===== src/rtl/vga_rx_monitor_if.sv =====
// VGA link bundle: sync pulses plus 12-bit RGB as driven off-chip.
// The source side uses the master modport, the receive monitor the slave modport.
`timescale 1ns/1ps
interface vga_rx_monitor_if;
  logic        vga_hs;
  logic        vga_vs;
  logic [11:0] vga_rgb;

  modport master (output vga_hs, output vga_vs, output vga_rgb);
  modport slave  (input  vga_hs, input  vga_vs, input  vga_rgb);
endinterface


===== src/rtl/vga_rx_monitor.sv =====
// vga_rx_monitor: receive end of the looped-back VGA link. Recovers the beam
// position from HS/VS, checks line/frame timing, locks onto a clean raster and
// produces a 16-bit additive checksum of every complete locked frame.
// Optional feature: define VGA_RX_BLANK_CHECK_EN to treat non-zero RGB outside
// the active area as a timing error while checking or locked.
`timescale 1ns/1ps
module vga_rx_monitor #(
  parameter int H_ACTIVE = 1024,
  parameter int H_SYNC   = 136,
  parameter int H_BP     = 160,
  parameter int H_TOTAL  = 1344,
  parameter int V_ACTIVE = 768,
  parameter int V_SYNC   = 6,
  parameter int V_BP     = 29,
  parameter int V_TOTAL  = 806,
  parameter int SYNC_LOW = 1
) (
  input  logic          clk,
  input  logic          rst,
  vga_rx_monitor_if.slave vga,
  output logic [10:0]   rx_x,
  output logic [9:0]    rx_y,
  output logic [11:0]   rx_rgb,
  output logic          rx_valid,
  output logic          locked,
  output logic          frame_done,
  output logic [15:0]   frame_checksum,
  output logic [7:0]    error_count
);

  // Raw level of a deasserted sync line; also the reset value of the sync pipeline
  // so that leaving reset never looks like a sync edge.
  localparam logic        IDLE_LVL = (SYNC_LOW != 0);
  localparam logic [10:0] H_LO     = 11'(H_SYNC + H_BP);
  localparam logic [10:0] H_HI     = 11'(H_SYNC + H_BP + H_ACTIVE);
  localparam logic [9:0]  V_LO     = 10'(V_SYNC + V_BP);
  localparam logic [9:0]  V_HI     = 10'(V_SYNC + V_BP + V_ACTIVE);
  localparam logic [11:0] H_TOT    = 12'(H_TOTAL);
  localparam logic [10:0] V_TOT    = 11'(V_TOTAL);

  typedef enum logic [1:0] {SEARCH = 2'd0, CHECK = 2'd1, LOCKED = 2'd2} state_t;

  state_t      state, state_next;
  logic        hs_s1, vs_s1, hs_s2, vs_s2;
  logic [11:0] rgb_s1;
  logic [10:0] h_cnt, h_pos;
  logic [9:0]  v_cnt, v_pos;
  logic        hs_seen;
  logic [15:0] acc;
  logic        hs_start, vs_start;
  logic        line_err, frame_err, sat_err, blank_err, any_err;
  logic        in_active, pix_valid;

  // Stage 1 captures the link; stage 2 keeps the previous sync levels for edge detection.
  always_ff @(posedge clk or posedge rst) begin
    if (rst) begin
      hs_s1  <= IDLE_LVL;
      vs_s1  <= IDLE_LVL;
      hs_s2  <= IDLE_LVL;
      vs_s2  <= IDLE_LVL;
      rgb_s1 <= '0;
    end else begin
      hs_s1  <= vga.vga_hs;
      vs_s1  <= vga.vga_vs;
      hs_s2  <= hs_s1;
      vs_s2  <= vs_s1;
      rgb_s1 <= vga.vga_rgb;
    end
  end

  // Sync edges, beam position of the stage-1 pixel, error classification and next state.
  always_comb begin
    hs_start = (hs_s1 ^ IDLE_LVL) & ~(hs_s2 ^ IDLE_LVL);
    vs_start = (vs_s1 ^ IDLE_LVL) & ~(vs_s2 ^ IDLE_LVL);

    // Counters saturate rather than wrap so a dead link shows up as a stuck maximum.
    if (hs_start)              h_pos = '0;
    else if (h_cnt == 11'h7FF) h_pos = h_cnt;
    else                       h_pos = h_cnt + 11'd1;

    if (vs_start)              v_pos = '0;
    else if (!hs_start)        v_pos = v_cnt;
    else if (v_cnt == 10'h3FF) v_pos = v_cnt;
    else                       v_pos = v_cnt + 10'd1;

    // h_cnt still holds the last column of the previous line, so +1 is its length.
    line_err  = hs_start && hs_seen && (({1'b0, h_cnt} + 12'd1) != H_TOT);
    // A VS edge must coincide with an HS edge, which closes the last line of the frame.
    frame_err = vs_start && (!hs_start || (({1'b0, v_cnt} + 11'd1) != V_TOT));
    sat_err   = (h_pos == 11'h7FF) || (v_pos == 10'h3FF);
    in_active = (h_pos >= H_LO) && (h_pos < H_HI) && (v_pos >= V_LO) && (v_pos < V_HI);
`ifdef VGA_RX_BLANK_CHECK_EN
    blank_err = !in_active && (rgb_s1 != 12'h000);
`else
    blank_err = 1'b0;
`endif
    any_err = (state != SEARCH) && (line_err || frame_err || sat_err || blank_err);

    state_next = state;
    if (any_err) begin
      state_next = SEARCH;
    end else if (vs_start) begin
      case (state)
        SEARCH:  state_next = CHECK;
        CHECK:   state_next = LOCKED;
        default: state_next = state;
      endcase
    end
    pix_valid = (state_next == LOCKED) && in_active;
  end

  // Beam counters, lock FSM, error counter, checksum and registered pixel outputs.
  always_ff @(posedge clk or posedge rst) begin
    if (rst) begin
      state          <= SEARCH;
      h_cnt          <= '0;
      v_cnt          <= '0;
      hs_seen        <= 1'b0;
      acc            <= '0;
      rx_x           <= '0;
      rx_y           <= '0;
      rx_rgb         <= '0;
      rx_valid       <= 1'b0;
      locked         <= 1'b0;
      frame_done     <= 1'b0;
      frame_checksum <= '0;
      error_count    <= '0;
    end else begin
      state  <= state_next;
      locked <= (state_next == LOCKED);
      h_cnt  <= h_pos;
      v_cnt  <= v_pos;

      // The first HS after losing lock closes a line of unknown length, so it is not judged.
      if (any_err)       hs_seen <= 1'b0;
      else if (hs_start) hs_seen <= 1'b1;

      if (any_err && (error_count != 8'hFF)) error_count <= error_count + 8'd1;

      frame_done <= 1'b0;
      if (!any_err && vs_start && (state == SEARCH)) begin
        acc <= '0;
      end else if (!any_err && vs_start && (state == LOCKED)) begin
        frame_checksum <= acc;
        frame_done     <= 1'b1;
        acc            <= '0;
      end else if (pix_valid) begin
        acc <= acc + {4'b0000, rgb_s1};
      end

      rx_valid <= pix_valid;
      if (pix_valid) begin
        rx_x   <= h_pos - H_LO;
        rx_y   <= v_pos - V_LO;
        rx_rgb <= rgb_s1;
      end
    end
  end

endmodule

===== src/flat_wrapper.sv =====
// flat-port wrapper written by rule: the top's interface ports become plain ports
module vga_rx_monitor_flat 
#(
  parameter int H_ACTIVE = 1024,
  parameter int H_SYNC   = 136,
  parameter int H_BP     = 160,
  parameter int H_TOTAL  = 1344,
  parameter int V_ACTIVE = 768,
  parameter int V_SYNC   = 6,
  parameter int V_BP     = 29,
  parameter int V_TOTAL  = 806,
  parameter int SYNC_LOW = 1
)
  (clk, rst, rx_x, rx_y, rx_rgb, rx_valid, locked, frame_done, frame_checksum, error_count, vga_vga_hs, vga_vga_vs, vga_vga_rgb);
  vga_rx_monitor_if vga_i ();
  input  logic clk;
  input  logic rst;
  output logic [10:0] rx_x;
  output logic [9:0] rx_y;
  output logic [11:0] rx_rgb;
  output logic rx_valid;
  output logic locked;
  output logic frame_done;
  output logic [15:0] frame_checksum;
  output logic [7:0] error_count;
  input wire logic [$bits(vga_i.vga_hs)-1:0] vga_vga_hs;
  input wire logic [$bits(vga_i.vga_vs)-1:0] vga_vga_vs;
  input wire logic [$bits(vga_i.vga_rgb)-1:0] vga_vga_rgb;
  assign vga_i.vga_hs = vga_vga_hs;
  assign vga_i.vga_vs = vga_vga_vs;
  assign vga_i.vga_rgb = vga_vga_rgb;
  vga_rx_monitor #(.H_ACTIVE(H_ACTIVE), .H_SYNC(H_SYNC), .H_BP(H_BP), .H_TOTAL(H_TOTAL), .V_ACTIVE(V_ACTIVE), .V_SYNC(V_SYNC), .V_BP(V_BP), .V_TOTAL(V_TOTAL), .SYNC_LOW(SYNC_LOW)) u_core (.clk(clk), .rst(rst), .vga(vga_i), .rx_x(rx_x), .rx_y(rx_y), .rx_rgb(rx_rgb), .rx_valid(rx_valid), .locked(locked), .frame_done(frame_done), .frame_checksum(frame_checksum), .error_count(error_count));
endmodule

===== config.mk =====
export PLATFORM = sky130hd
export DESIGN_NAME = vga_rx_monitor_flat
export DESIGN_NICKNAME = d
export VERILOG_FILES = /design/src/rtl/vga_rx_monitor_if.sv /design/src/rtl/vga_rx_monitor.sv /design/src/flat_wrapper.sv
export SDC_FILE = /design/constraint.sdc
export NUM_CORES = 1
export LEC_CHECK = 0
export ABC_CLOCK_PERIOD_IN_PS = 11300
export BUFFER_PORTS_ARGS = -buffer_cell sky130_fd_sc_hd__buf_4
export CAP_MARGIN = 25
export CORE_MARGIN = 2
export CORE_UTILIZATION = 45
export DETAILED_ROUTE_END_ITERATION = 7
export HOLD_SLACK_MARGIN = 0.05
export PLACE_DENSITY = 0.65
export SLEW_MARGIN = 5
export SYNTH_ARGS = -nofsm -noshare
export SYNTH_HDL_FRONTEND = slang
export SYNTH_SLANG_ARGS = --single-unit
export TNS_END_PERCENT = 50

===== constraint.sdc =====
create_clock -name clk -period 11.3 [get_ports clk]
set_clock_uncertainty 0.2 [all_clocks]
set_input_delay 1.13 -clock clk [delete_from_list [all_inputs] [get_ports clk]]
set_output_delay 1.13 -clock clk [all_outputs]
set_load 0.01 [all_outputs]

==> results by group <==
Setup path
  • Crit path DAT: 5.33 ns
  • Setup slack, reg-to-reg: 6.05 ns
  • Worst setup SP type: register
  • Required time worst endpoint: 11.38 ns
  • Worst setup EP type: register
  • CP max FO: 47
  • R2R depth: 13
  • Crit path kind: reg2reg
  • R2r endpoint: u_core.acc[10]
  • Crit Reg-Reg Startpoint: u_core.v_cnt[0]

Clock tree
  • CTS tree: yes
  • Worst-skew pair later-pin latency: 0.40 ns
  • Clk sinks: 116
  • Count of cells resized by post-cts repair: 0
  • Setup Buffers After CTS: 0
  • H-tree levels: 4
  • Maximum root-to-sink buffer count: 2
  • Root Driver: clkbuf_16
  • Reg clk slew, reported paths: 0.05 ns
  • Hold buffers post-CTS: 0
  • Inserted Clock Buffers: 17

Power and ir drop
  • P_int: 0.000864 W
  • PD cells: 160 mW/mm^2
  • Worst VDD drop: 0.103 mV
  • Part of the power in registers: 40.7%
  • Clock network power share: 45.9%
  • Switching Fraction: 25.8%
  • Sw Pwr: 0.000300 W
  • Static Leak: 3.43 nW
  • Combinational group share of total power: 13.4%

Logic synthesis
  • Syn Area/Cell: 10.9 um^2
  • Post-Synthesis Cells: 549
  • Post-synth top area cell: dfrtp_1
  • Count leader, synth: dfrtp_1
  • EDFF count, synth: 0
  • Top post-synthesis cells by count: dfrtp_1 (112), mux2_2 (42), nor2_1 (40)
  • Syn nets: 587
  • Post-synth top flop: dfrtp_1
  • Yosys reg bits: 116
  • Synth warnings: 0
  • Yosys cell types: 69
  • FFs w/ async S/R, synth: 100%
  • Yosys top cell area share: 46.7%
  • Cell Area, Synth: 0.00600 mm^2
  • Ranking of synthesized cells by area: dfrtp_1 (47%), mux2_2 (7.9%), ha_1 (4.4%), xnor2_1 (3.8%), nor2_1 (2.5%)
  • Sequential fraction of the synthesis area: 48.5%

Place
  • Placed inst area: 0.00667 mm^2
  • Routability cong.: 0.859
  • Number of port buffers: 75
  • Final HPWL from detailed placement: 9280 um

Detailed routing
  • Vias/cell: 5.61
  • Drt wl/cell: 16.4 um
  • Router iterations before antenna repair: 4
  • Remaining antenna violation count: 0
  • Starting DRT DRC Count: 276
  • DRT Wirelength: 13300 um
  • Post-route DRC: 0
  • Via count: 4529

Global route
  • Largest net degree at the start of global routing: 85
  • Initial antenna violation count: 0
  • First-pass GRT wire length: 21500 um
  • Number of global-route vias before repair: 4293
  • GRT Overall Usage: 18.8%
  • Grt total ovfl: 0

STA
  • Unrepaired setup endpoints after global routing: false
  • Setup TNS: 0 ns
  • Slew @ Worst Pin: 0.995 ns
  • Max-slew violation count: 0
  • Period minus WS final: 5.25 ns
  • Final setup fails: 0
  • Final hold vios: 0
  • Final period utilization: 46.5%
  • Fmax: 190 MHz
  • Worst rel slew slack: 33.5%

Floorplan
  • IO Count: 76
  • Die area: 0.0143 mm^2
  • Starting Density: 45.7%
  • Row count: 42
  • Die width: 119 um
  • Core Area: 0.0131 mm^2
  • DIE HEIGHT: 119 um

Hold path
  • WHS Path Cells: 0
  • Min-Delay Path Class: reg2reg
  • Hold_sp: u_core.vs_s1
  • Worst Hold End: u_core.vs_s2

Finish
  • Antenna Cells: 0
  • Area Growth Syn to Fin: 21.3%
  • Final layout net count: 657
  • Finished Cell Area: 0.00728 mm^2
  • Layout cells sized above 1: 26.6%

Job
  • Max-cap viol count: 0

Outcome
  • Outcome: completed
state kept, by name, indices dropped and copies added (netlist names):
name / flops
u_core.acc: 16
u_core.error_count: 8
u_core.frame_checksum: 16
u_core.frame_done: 1
u_core.h_cnt: 11
u_core.hs_s1: 1
u_core.hs_s2: 1
u_core.hs_seen: 1
u_core.locked: 1
u_core.rgb_s1: 12
u_core.rx_rgb: 12
u_core.rx_valid: 1
u_core.rx_x: 11
u_core.rx_y: 10
u_core.state: 2
u_core.v_cnt: 10
u_core.vs_s1: 1
u_core.vs_s2: 1
how the worst max path moves through the flow:
stage	endpoint	cells past startpoint	slack, ns	from
floorplan	u_core.acc[0]	1	6.90	rst
global placement	u_core.acc[2]	13	6.22	u_core.v_cnt[0]
detailed placement	u_core.acc[5]	13	6.12	u_core.v_cnt[0]
CTS	u_core.acc[5]	13	6.04	u_core.v_cnt[0]
global route	u_core.acc[6]	13	5.64	u_core.v_cnt[0]
finish	u_core.acc[10]	13	6.05	u_core.v_cnt[0]
cell families after synthesis:
group / Yosys count / share of synthesized area [%]
DFF: 116 / 48.5
and+or+nand+nor: 163 / 14.5
xor gates and xnor gates: 32 / 4.67
muxes: 53 / 9.76
adders and majority gates: 22 / 4.71
buffers and inverters: 42 / 3.23
AOI/OAI and AO/OA: 121 / 14.7
routing by layer:
| layer | vias up | part of all wire, % | track usage, % |
|---|---|---|---|
| li1 | 2159 | - | - |
| met1 | 2234 | 45 | 25.6 |
| met2 | 122 | 50 | 29.6 |
| met3 | 14 | 4.6 | 4.84 |
| met4 | 0 | 0.97 | 6.03 |
| met5 | - | 0 | 0 |
through the flow:
stage	utilization [%]	worst slack, ns	hold WS [ns]	instances	total power [W]
floorplan	-	6.90	0.158	549	0.000583
global placement	50.8	6.22	0.165	775	0.000631
detailed placement	50.8	6.12	0.172	775	0.000635
CTS	55.3	6.04	0.180	807	0.00117
global route	55.4	5.64	0.188	808	0.00122
finish	55.4	6.05	0.179	808	0.00116
cell usage in the layout, fill, tap and decap left out, drive strengths merged, types with 4 or more instances in the layout:
cell	n
a211oi	8
clkbuf	21
nand2	32
ha	21
a21o	7
mux2	44
nor2	40
mux2i	9
nor3	15
inv	14
dfrtp	112
a21oi	28
o21a	6
a31oi	12
o31ai	4
buf	79
and2	5
and3	11
nand3	14
a41oi	4
nand4	10
o21ai	16
xnor2	26
nor2b	8
clkinv	7
xor2	6
dfstp	4
a22o	12
nand2b	4
worst max-delay path, cell delays in order, from the launching register on:
cell,delay [ns]
dfrtp_1,0.45
ha_1,0.27
nand4_2,0.21
o31ai_1,0.67
xor2_1,0.21
nor2_1,0.08
ha_1,0.31
o41a_1,0.49
nor3_2,0.29
mux2i_1,0.17
a211oi_4,0.56
buf_4,0.57
nor2b_1,0.32
a22o_1,0.30
final cells by class:
type / instances / area [um^2]
inverter: 14 / 55.1
tap: 176 / 220
fill: 1159 / 5860
clock buffer: 21 / 460
sequential: 116 / 2910
timing repair buffer: 79 / 606
clock inverter: 11 / 133
multi-input combinational: 391 / 2900
power groups by stage:
stage	clock network (W)	registers (W)	logic, W
CTS	0.000543	0.000473	0.000157
finish	0.000534	0.000474	0.000156
floorplan	0	0.000474	0.000109
global route	0.000564	0.000478	0.000174
global placement	0	0.000479	0.000153
detailed placement	0	0.000480	0.000156
(Power assumes the default switching activity.)
